$ cat src/rtl/spi_reg_ctrl.sv
// SPI command sequencer: synchronizes chip select and byte-ready, decodes
// a command byte then writes data bytes into an auto-incrementing register bank.
module spi_reg_ctrl #(
  parameter int                   DATAWIDTH = 8,
  parameter int                   NREGS     = 4,
  parameter int                   ADDRW     = 2,
  parameter logic [DATAWIDTH-1:0] RESET_VAL = '0
) (
  input  logic                       clk,
  input  logic                       nreset,
  input  logic                       nsel,
  input  logic [DATAWIDTH-1:0]       spi_data,
  input  logic                       spi_data_rdy,
  output logic [NREGS*DATAWIDTH-1:0] regs,
  output logic                       wr_stb,
  output logic [ADDRW-1:0]           wr_addr,
  output logic                       frame_err,
  output logic [7:0]                 wr_count
);

  typedef enum logic [1:0] {
    ST_IDLE    = 2'd0,
    ST_CMD     = 2'd1,
    ST_DATA    = 2'd2,
    ST_DISCARD = 2'd3
  } state_t;

  state_t                 state_q;
  logic                   nsel_meta_q, nsel_s_q;
  logic                   rdy_meta_q, rdy_s_q, rdy_prev_q;
  logic [ADDRW-1:0]       ptr_q;
  logic [ADDRW-1:0]       ptr_d;
  logic [DATAWIDTH-1:0]   regs_q [NREGS];
  logic                   wr_stb_q;
  logic [ADDRW-1:0]       wr_addr_q;
  logic                   frame_err_q;
  logic [7:0]             wr_count_q;
  logic                   byte_stb_s;

  // Two-flop synchronizers plus a delayed copy of ready for edge detection.
  always_ff @(posedge clk or negedge nreset) begin
    if (!nreset) begin
      nsel_meta_q <= 1'b1;
      nsel_s_q    <= 1'b1;
      rdy_meta_q  <= 1'b0;
      rdy_s_q     <= 1'b0;
      rdy_prev_q  <= 1'b0;
    end else begin
      nsel_meta_q <= nsel;
      nsel_s_q    <= nsel_meta_q;
      rdy_meta_q  <= spi_data_rdy;
      rdy_s_q     <= rdy_meta_q;
      rdy_prev_q  <= rdy_s_q;
    end
  end

  // Byte strobe on the synchronized ready rising edge; next write pointer.
  always_comb begin
    byte_stb_s = rdy_s_q & ~rdy_prev_q;
    ptr_d      = ptr_q + ADDRW'(1);
  end

  // Frame sequencer and register-bank write path.
  always_ff @(posedge clk or negedge nreset) begin
    if (!nreset) begin
      state_q     <= ST_IDLE;
      ptr_q       <= '0;
      wr_stb_q    <= 1'b0;
      wr_addr_q   <= '0;
      frame_err_q <= 1'b0;
      wr_count_q  <= 8'd0;
      for (int i = 0; i < NREGS; i++) begin
        regs_q[i] <= RESET_VAL;
      end
    end else begin
      wr_stb_q <= 1'b0;
      // Deselect has priority over any byte arriving in the same cycle.
      if (nsel_s_q) begin
        state_q <= ST_IDLE;
      end else begin
        case (state_q)
          ST_IDLE: begin
            // Ready already high at frame start means a byte straddles frames.
            if (rdy_s_q) begin
              state_q     <= ST_DISCARD;
              frame_err_q <= 1'b1;
            end else begin
              state_q     <= ST_CMD;
              frame_err_q <= 1'b0;
            end
          end
          ST_CMD: begin
            if (byte_stb_s) begin
              if (spi_data[DATAWIDTH-1]) begin
                ptr_q   <= spi_data[ADDRW-1:0];
                state_q <= ST_DATA;
              end else begin
                state_q <= ST_DISCARD;
              end
            end
          end
          ST_DATA: begin
            if (byte_stb_s) begin
              regs_q[ptr_q] <= spi_data;
              wr_stb_q      <= 1'b1;
              wr_addr_q     <= ptr_q;
              wr_count_q    <= wr_count_q + 8'd1;
              ptr_q         <= ptr_d;
            end
          end
          ST_DISCARD: begin
            state_q <= ST_DISCARD;
          end
          default: begin
            state_q <= ST_IDLE;
          end
        endcase
      end
    end
  end

  // Flatten the bank onto the output bus.
  always_comb begin
    regs = '0;
    for (int i = 0; i < NREGS; i++) begin
      regs[i*DATAWIDTH +: DATAWIDTH] = regs_q[i];
    end
  end

  assign wr_stb    = wr_stb_q;
  assign wr_addr   = wr_addr_q;
  assign frame_err = frame_err_q;
  assign wr_count  = wr_count_q;

endmodule

$ cat config.mk
export PLATFORM = sky130hd
export DESIGN_NAME = spi_reg_ctrl
export DESIGN_NICKNAME = d
export VERILOG_FILES = /design/src/rtl/spi_reg_ctrl.sv
export SDC_FILE = /design/constraint.sdc
export NUM_CORES = 1
export LEC_CHECK = 0
export CAP_MARGIN = 10
export CORE_ASPECT_RATIO = 0.9
export CORE_MARGIN = 2
export CORE_UTILIZATION = 48
export CTS_CLUSTER_DIAMETER = 30
export DETAILED_ROUTE_END_ITERATION = 8
export GPL_TIMING_DRIVEN = 0
export PLACE_DENSITY = 0.74
export SLEW_MARGIN = 40
export SYNTH_ARGS = -nofsm -noshare
export SYNTH_HDL_FRONTEND = slang
export SYNTH_SLANG_ARGS = --single-unit
$ cat constraint.sdc
create_clock -name clk -period 1.9 [get_ports clk]
set_input_delay 0.38 -clock clk [delete_from_list [all_inputs] [get_ports clk]]
set_output_delay 0.38 -clock clk [all_outputs]
set_load 0.03 [all_outputs]
==> qor.csv, run 1 <==
stage,metric,value,unit
logic_synthesis,Mapped Cells,152,
logic_synthesis,Yosys warning count,0,
die,Die X,75.5,µm
worst_hold_path,Worst Hold End,nsel_s_q,
setup_path,slowest CP cell,dfrtp_1,
timing,crit share post-route,98.6,%
timing,hold violation total from the final report,0,
clock_tree,Clock Latency Late Sink,300,ps
setup_path,CP cell instances,inv_1 -> ha_1 -> and4bb_2 -> buf_6 -> nand2_2 -> mux2_2,
logic_synthesis,xor/xnor cell area share of the yosys netlist,2.77,%
final_layout,layout cells sized above 1,24.9,%
die,Die ar.,0.00516,mm²
setup_path,Worst R2R Setup Slack,30,ps
drt,Final ANT Viol Nets,0,
logic_synthesis,Post-Syn Nets,175,
drt,Vias/cell,5.13,
worst_hold_path,HP Start,nsel_meta_q,
timing,fin crit period,1870,ps
timing,Hold WS,363,ps
global_route,gr busiest metal,met2,
outcome,status,"finished, final reports clean",
drt,WL/cell,15.5,µm
logic_synthesis,"FF+latch count, synth",53,
final_layout,Finished Cell Area,0.00299,mm²
setup_path,CP max stage delay,440,ps
setup_path,endpoint class of the critical path,register,
die,I/O Pins,56,
logic_synthesis,sequential area share after synthesis,60.1,%
final_layout,final core utilization,67.5,%
die,row count,23,
clock_tree,# clock sinks,53,
placement,detailed-placement wirelength estimate,3.04,mm
global_route,met1 Use GR,24.9,%
global_route,met2 Usage GRT,29.3,%
global_route,GRT Total Usage,18.9,%
logic_synthesis,Mean Syn Cell Area,14.5,µm²
logic_synthesis,Post-Synth Adder-Cell Area,6.23,%
timing,Achievable Freq,0.534,GHz
final_layout,most frequent cells in the layout,"clkdlybuf4s50_1 (54), dfrtp_1 (51), mux2_2 (35)",
clock_tree,CTS tree,built,
die,Die Ht,68.4,µm
placement,Post-DP Area,0.00286,mm²
power,total design power,5200,µW
logic_synthesis,Syn Std Cell Area,0.00221,mm²
timing,Final Skew,7.04,ps
final_layout,"commonest non-fill, non-tap cell in the layout",clkdlybuf4s50_1,
timing,worst slew pin tran,464,ps
logic_synthesis,Post-Synth Simple-Gate Area,7.76,%
clock_tree,clock buffer depth,2,
timing,RSZ-0062 raised after global routing,true,
setup_path,crit-path max FO,9,
power,Leakage,0.00131,µW
final_layout,Final nets,239,
final_layout,# diodes,0,
logic_synthesis,largest family of logic cells by synthesized area,multiplexers,
power,Power Dens Cells,1740,mW/mm²
global_route,maximum number of pins on one net before global-route repair,43,
setup_path,worst reg2reg path depth,6,
global_route,vias in the first global route,1439,
clock_tree,root buffer cell,clkbuf_8,
drt,DRT iter0 DRCs,66,
power,Peak VDD IR,1170,µV
global_route,global-route wire length before repair,7.05,mm
logic_synthesis,Unique masters post-synth,30,
drt,DRC viols,0,
setup_path,Reg-to-Reg Start,state_q[0],
clock_tree,H-tree levels,2,
drt,Routed WL,4.32,mm
timing,Setup-failing EPs final,0,
setup_path,Required @ worst endpoint,2090,ps
final_layout,synth-to-layout area growth,35.4,%
die,Core Area,0.00443,mm²
worst_hold_path,HP Class,register to register,
timing,Final Slew Violations,0,
setup_path,RR Endpoint,regs[17],
timing,Slew HR,68.3,%
worst_hold_path,Hold Path Stages,0,
clock_tree,post-CTS setup buffer count,0,
run,# Max-Cap Violations,0,
setup_path,worst setup path class,register to register,
placement,Final Wtd Congestion,0.824,
drt,DRT Pass-1 Iters,4,
die,starting density of the core,49.9,%
setup_path,Setup crit start kind,register,
logic_synthesis,Compound-Gate Fraction of Synth Area,2.83,%
clock_tree,CTS buffer count,5,
placement,IO buf count,55,
setup_path,"Data arrival, critical path",2060,ps
drt,Vias,1432,
logic_synthesis,mux cell area share after synthesis,18.7,%
clock_tree,clock-pin slew on the worst setup and hold paths,90,ps
global_route,GRT overflow,0,
global_route,initial antenna violation count,0,
global_route,grt met3 use,5.60,%
==> worst max path at each step <==
| stage | startpoint | slack (ps) | endpoint |
|---|---|---|---|
| finish | state_q[0] | 30 | regs[17] |
| global route | state_q[0] | -70 | regs[4] |
| CTS | state_q[0] | 50 | regs[17] |
| detailed placement | state_q[0] | 70 | regs[17] |
| global placement | nreset | -960 | regs[19] |
| floorplan | state_q[0] | 280 | regs[0] |
==> cell type report <==
cell class,count,area (µm²)
inverters,5,18.8
fillers,348,1440
repair buffers,57,578
well taps,62,77.6
flip-flops and latches,53,1330
plain buffers,2,15.0
multi-input cells,92,858
clock buffers,7,86.3
clock inverters,1,30.0
==> logic make-up (layout without fill, tap and decap cells) <==
logic type / Yosys count / in the layout
XOR/XNOR: 7 / 7
adder cells (fa/ha/maj): 11 / 11
buffers and inverters: 7 / 72
flip-flops: 53 / 53
AND/OR/NAND/NOR: 29 / 29
AO/OA/AOI/OAI: 8 / 8
multiplexers: 37 / 37
==> cell usage after synthesis <==
cell,count,area (µm²)
nand2b_1,4,25.0
a2111oi_0,2,17.5
a211o_1,1,8.76
buf_6,1,11.3
inv_1,5,18.8
nor3b_1,1,7.51
and3_1,1,6.26
clkbuf_1,1,3.75
ha_1,11,138
mux2i_1,2,20.0
a211oi_1,2,15.0
nand4bb_1,1,11.3
nor2_1,1,3.75
mux2_2,35,394
nor3_1,3,15.0
xnor2_1,5,43.8
xor2_1,2,17.5
dfstp_2,2,52.6
o21ai_0,1,5.00
nand2_1,6,22.5
nor4_1,1,6.26
a21o_1,1,7.51
or2_2,1,6.26
nor2b_1,1,6.26
o22a_1,1,8.76
dfrtp_1,51,1280
nand2_2,4,25.0
nand4_1,3,18.8
nand3_1,1,5.00
and4bb_2,1,12.5
==> layer usage <==
layer  wire, µm  share of wire [%]
met1       1980                 46
met2       2040                 47
met3        245                5.7
met4         58                1.3
met5          0                  0
==> registers in the layout (all words and copies together), names as in the netlist, 2 cells and up <==
signal and count:
wr_count 8, state_q 2, regs 32, wr_addr 2, ptr_q 2
==> timing repair <==
| action | 4_1_cts | 5_1_grt |
|---|---|---|
| hold endpoints to repair | 9 | 0 |
| resized for setup | 0 | 3 |
| setup endpoints to repair | 0 | 33 |
| hold buffers | 1 | 0 |
==> per-stage QoR <==
step / setup TNS (ps) / cells / setup slack, ps
6_report: 0 / 279 / 26.4
5_1_grt: -1230 / 279 / -65.9
4_1_cts: 0 / 279 / 45.2
3_5_place_dp: 0 / 270 / 65.7
3_3_place_gp: -49780 / 269 / -962
2_1_floorplan: 0 / 152 / 278
==> power breakdown <==
group          internal, µW  switching (µW)
clock                   430             352
combinational          1170            1380
sequential             1580             289
total                  3180            2020
==> critical path, delay by kind of cell, from the launching register on <==
family / cells / cell delay (ps)
flops: 1 / 440
simple gates: 2 / 440
mux: 1 / 370
buf+inv: 2 / 260
fa+ha+maj: 1 / 240
No activity file was read; power rests on OpenSTA's default activity.
==> run 2: changes to the inputs <==
Settings changed: PLACE_DENSITY 0.74 to 0.81.
==> qor.csv, run 2 (synthesis gave the netlist of run 1 again) <==
stage,metric,value,unit
power,Power Dens Cells,1710,mW/mm²
run,# Max-Cap Violations,0,
final_layout,layout cells sized above 1,24.9,%
clock_tree,root buffer cell,clkbuf_8,
setup_path,endpoint class of the critical path,output pin,
global_route,GRT overflow,0,
setup_path,crit-path max FO,6,
global_route,vias in the first global route,1471,
power,Leakage,0.00134,µW
timing,Achievable Freq,0.546,GHz
clock_tree,CTS buffer count,5,
final_layout,Final nets,239,
outcome,status,"finished, final reports clean",
final_layout,fill count,335,
final_layout,# diodes,0,
drt,WL/cell,15.2,µm
setup_path,Required @ worst endpoint,1520,ps
timing,crit share post-route,96.4,%
final_layout,final core utilization,67.4,%
drt,Vias/cell,4.96,
drt,DRT Pass-1 Iters,4,
setup_path,CP cell instances,clkdlybuf4s50_1,
timing,Slew HR,69.7,%
drt,Routed WL,4.24,mm
die,I/O Pins,56,
die,Die Ht,68.4,µm
drt,DRT iter0 DRCs,40,
global_route,GRT Total Usage,17.6,%
timing,RSZ-0062 raised after global routing,false,
timing,Hold WS,352,ps
placement,IO buf count,55,
timing,Setup-failing EPs final,0,
final_layout,max FFs per register,32,
die,row count,23,
global_route,maximum number of pins on one net before global-route repair,41,
setup_path,Setup crit start kind,register,
setup_path,worst setup path class,register to output pin,
drt,Vias,1384,
die,Core Area,0.00443,mm²
timing,post-route setup slack,68.0,ps
clock_tree,Clock Latency Late Sink,300,ps
worst_hold_path,HP Class,register to register,
setup_path,Top delay family on crit path,buffers and inverters,
die,Die X,75.5,µm
setup_path,crit path buf inv count,1,
setup_path,CP max stage delay,700,ps
global_route,initial antenna violation count,0,
clock_tree,clock-pin slew on the worst setup and hold paths,90,ps
drt,DRC viols,0,
final_layout,Multi-input gate area,867,µm²
placement,detailed-placement wirelength estimate,3.15,mm
final_layout,"commonest non-fill, non-tap cell in the layout",clkdlybuf4s50_1,
clock_tree,H-tree levels,2,
global_route,global-route wire length before repair,6.65,mm
drt,Final ANT Viol Nets,0,
timing,fin crit period,1830,ps
clock_tree,CTS tree,built,
final_layout,Reg area,0.00133,mm²
power,Peak VDD IR,1070,µV
timing,worst slew pin tran,444,ps
final_layout,fin cells,279,
setup_path,slowest CP cell,clkdlybuf4s50_1,
timing,hold violation total from the final report,0,
final_layout,synth-to-layout area growth,35.2,%
placement,Post-Place Setup Slack,73.2,ps
placement,Post-DP Area,0.00286,mm²
final_layout,Finished Cell Area,0.00299,mm²
placement,Final Wtd Congestion,0.853,
timing,Final Slew Violations,0,
final_layout,most frequent cells in the layout,"clkdlybuf4s50_1 (54), dfrtp_1 (51), mux2_2 (35)",
die,Die ar.,0.00516,mm²
clock_tree,clock buffer depth,2,
setup_path,"Data arrival, critical path",1450,ps
clock_tree,# clock sinks,53,
placement,Cells after DPL,270,
die,starting density of the core,49.9,%
timing,Final Skew,9.98,ps
## run 2: cell types whose count changed in the layout (fill, tap and decap cells not counted), sizes merged
cell,before,now
bufinv,1,0
clkinv,0,1
## run 2: cell type report
class	instances	area share [%]
tap	62	2.60
buffer	2	0.503
multi-input combinational	92	29.0
timing repair buffer	57	19.4
clock inverter	1	0.168
clock buffer	7	3.23
sequential	53	44.5
inverter	5	0.628
## run 2: repair_timing
item,in CTS,in global routing
gates resized for setup,0,4
hold buffers,1,0
hold endpoints to repair,13,0
endpoints found under the setup margin,0,29
setup buffers,0,0
## run 2: final timing paths
check                           slack (ps)          end        start  depth (start not counted)
min in group asynchronous              460  wr_count[7]       nreset                          2
worst max register to register         140      regs[1]   state_q[0]                          6
worst min-delay path                   350      rdy_s_q   rdy_meta_q                          0
worst min register to register         350      rdy_s_q   rdy_meta_q                          0
max in group asynchronous              930     nsel_s_q       nreset                          3
worst max-delay path                    70  wr_count[2]  wr_count[2]                          1
## run 2: through the flow
step	power, µW	setup TNS, ps
3_3_place_gp	4320	-46340
4_1_cts	5130	0
5_1_grt	5380	0
2_1_floorplan	3350	0
3_5_place_dp	4440	0
6_report	5110	0
## run 2: report_power, final
part | leakage [µW] | switching (µW) | total (µW) | internal [µW]
clock | 0.0000542 | 344 | 674 | 330
combinational | 0.000646 | 1390 | 2570 | 1180
sequential | 0.000637 | 280 | 1860 | 1580
total | 0.00134 | 2020 | 5110 | 3090
## run 2: per-layer routing
| layer | routed length, µm | track usage (%) |
|---|---|---|
| met3 | 175 | 4.42 |
| met1 | 1870 | 20.9 |
| met4 | 42 | 5.70 |
| met2 | 2150 | 31.2 |
| met5 | 0 | 0 |
==> run 3: changes to the inputs <==
Settings changed: CORE_UTILIZATION 48 to 50, CTS_BUF_LIST set to sky130_fd_sc_hd__clkbuf_4, PLACE_DENSITY 0.81 to 0.84.
==> qor.csv, run 3 (synthesis gave the netlist of run 1 again) <==
stage,metric,value,unit
outcome,status,"finished, final reports clean",
placement,Post-Place Setup Slack,70.8,ps
global_route,gr busiest metal,met2,
drt,DRT iter0 DRCs,71,
global_route,grt met3 use,5.90,%
final_layout,fin cells,278,
die,I/O Pins,56,
power,Leakage,0.00143,µW
global_route,met2 Usage GRT,31.1,%
timing,worst slew pin tran,538,ps
clock_tree,root buffer cell,clkbuf_4,
worst_hold_path,Worst Hold End,nsel_s_q,
global_route,GRT overflow,0,
setup_path,worst reg2reg path depth,6,
clock_tree,H-tree levels,2,
power,Power Dens Cells,1700,mW/mm²
setup_path,endpoint class of the critical path,output pin,
power,Peak VDD IR,1080,µV
timing,Hold WS,368,ps
placement,IO buf count,55,
setup_path,CP max stage delay,680,ps
timing,RSZ-0062 raised after global routing,false,
drt,DRT Pass-1 Iters,4,
timing,Final Slew Violations,0,
global_route,initial antenna violation count,0,
worst_hold_path,HP Start,nsel_meta_q,
timing,Achievable Freq,0.543,GHz
final_layout,# diodes,0,
final_layout,layout cells sized above 1,25.2,%
timing,fin crit period,1840,ps
final_layout,Multi-input gate area,868,µm²
timing,post-route setup slack,56.9,ps
global_route,maximum number of pins on one net before global-route repair,39,
drt,WL/cell,16.2,µm
worst_hold_path,Hold Path Stages,0,
setup_path,"Data arrival, critical path",1460,ps
drt,Routed WL,4.49,mm
die,Die X,74.1,µm
setup_path,Setup crit start kind,register,
timing,crit share post-route,97.0,%
clock_tree,clock buffer depth,2,
timing,hold violation total from the final report,0,
final_layout,most frequent cells in the layout,"dfrtp_1 (51), clkdlybuf4s50_1 (46), mux2_2 (35)",
timing,Setup-failing EPs final,0,
run,# Max-Cap Violations,0,
drt,Final ANT Viol Nets,0,
placement,detailed-placement wirelength estimate,3.23,mm
placement,Final Wtd Congestion,0.868,
setup_path,slowest CP cell,clkdlybuf4s50_1,
final_layout,"commonest non-fill, non-tap cell in the layout",dfrtp_1,
die,row count,22,
final_layout,synth-to-layout area growth,35.1,%
drt,Vias,1442,
clock_tree,CTS buffer count,5,
die,starting density of the core,53.2,%
setup_path,worst setup path class,register to output pin,
drt,DRC viols,0,
power,total design power,5080,µW
clock_tree,# clock sinks,53,
placement,Cells after DPL,268,
setup_path,CP cell instances,clkdlybuf4s50_1,
setup_path,Reg-to-Reg Start,state_q[0],
final_layout,Reg area,0.00133,mm²
clock_tree,Clock Latency Late Sink,370,ps
global_route,global-route wire length before repair,7.23,mm
setup_path,RR Endpoint,regs[4],
setup_path,crit path buf inv count,1,
drt,Vias/cell,5.19,
final_layout,max FFs per register,32,
setup_path,crit-path max FO,3,
setup_path,Required @ worst endpoint,1520,ps
setup_path,Top delay family on crit path,buffers and inverters,
timing,Final Skew,5.87,ps
die,Die ar.,0.00497,mm²
die,Die Ht,67.1,µm
final_layout,fill count,288,
clock_tree,CTS tree,built,
global_route,GRT Total Usage,19.8,%
final_layout,Final nets,240,
die,Core Area,0.00416,mm²
worst_hold_path,HP Class,register to register,
clock_tree,clock-pin slew on the worst setup and hold paths,140,ps
timing,Slew HR,63.2,%
global_route,met1 Use GR,25.4,%
setup_path,Worst R2R Setup Slack,110,ps
global_route,vias in the first global route,1541,
[run 3: cell types whose count changed in the layout (fill, tap and decap cells not counted)]
cell / change
buf_4: +1
a2111oi_0: -1
clkbuf_4: +6
dlygate4sd2_1: +2
bufinv_16: +1
a2111oi_1: +1
clkdlybuf4s50_1: -8
dlymetal6s2s_1: +6
clkbuf_8: -7
[run 3: cell type report]
class                      instances  area share [%]
sequential                        53            44.5
clock inverter                     2            1.17
multi-input combinational         92            29.1
timing repair buffer              58            20.0
inverter                           5           0.629
buffer                             2           0.503
clock buffer                       6            1.51
tap                               60            2.52
[run 3: routing by layer]
metal  wire length [µm]  vias to the layer above
li1                   -                      664
met1               2020                      712
met2               2110                       59
met3                297                        7
met4                 59                        0
met5                  0                        -
[run 3: what timing repair did]
action                                  in CTS  in global routing
resized for setup                            2                 11
endpoints found under the setup margin       2                 39
endpoints found under the hold margin       13                  0
hold buffers                                 1                  0
setup buffers                                0                  1
[run 3: worst max path at each step]
| stage | from | endpoint | cells after the start |
|---|---|---|---|
| finish | wr_count[5] | wr_count[5] | 1 |
| global placement | nreset | regs[2] | 1 |
| CTS | wr_count[1] | wr_count[1] | 1 |
| global route | regs[14] | regs[14] | 1 |
| floorplan | state_q[0] | regs[0] | 6 |
| detailed placement | state_q[0] | regs[27] | 6 |
[run 3: power by group]
| part | internal, µW | switching [µW] |
|---|---|---|
| clock network | 290 | 333 |
| logic | 1180 | 1410 |
| registers | 1580 | 293 |
| total | 3050 | 2040 |
[run 3: metrics by stage]
step | util, % | cell area (µm²) | TNS, ps
finish | 71.8 | 2980 | 0
global route | 71.8 | 2980 | 0
CTS | 70.7 | 2940 | 0
detailed placement | 68.6 | 2850 | 0
global placement | 68.2 | 2840 | -49200
floorplan | - | 2210 | 0
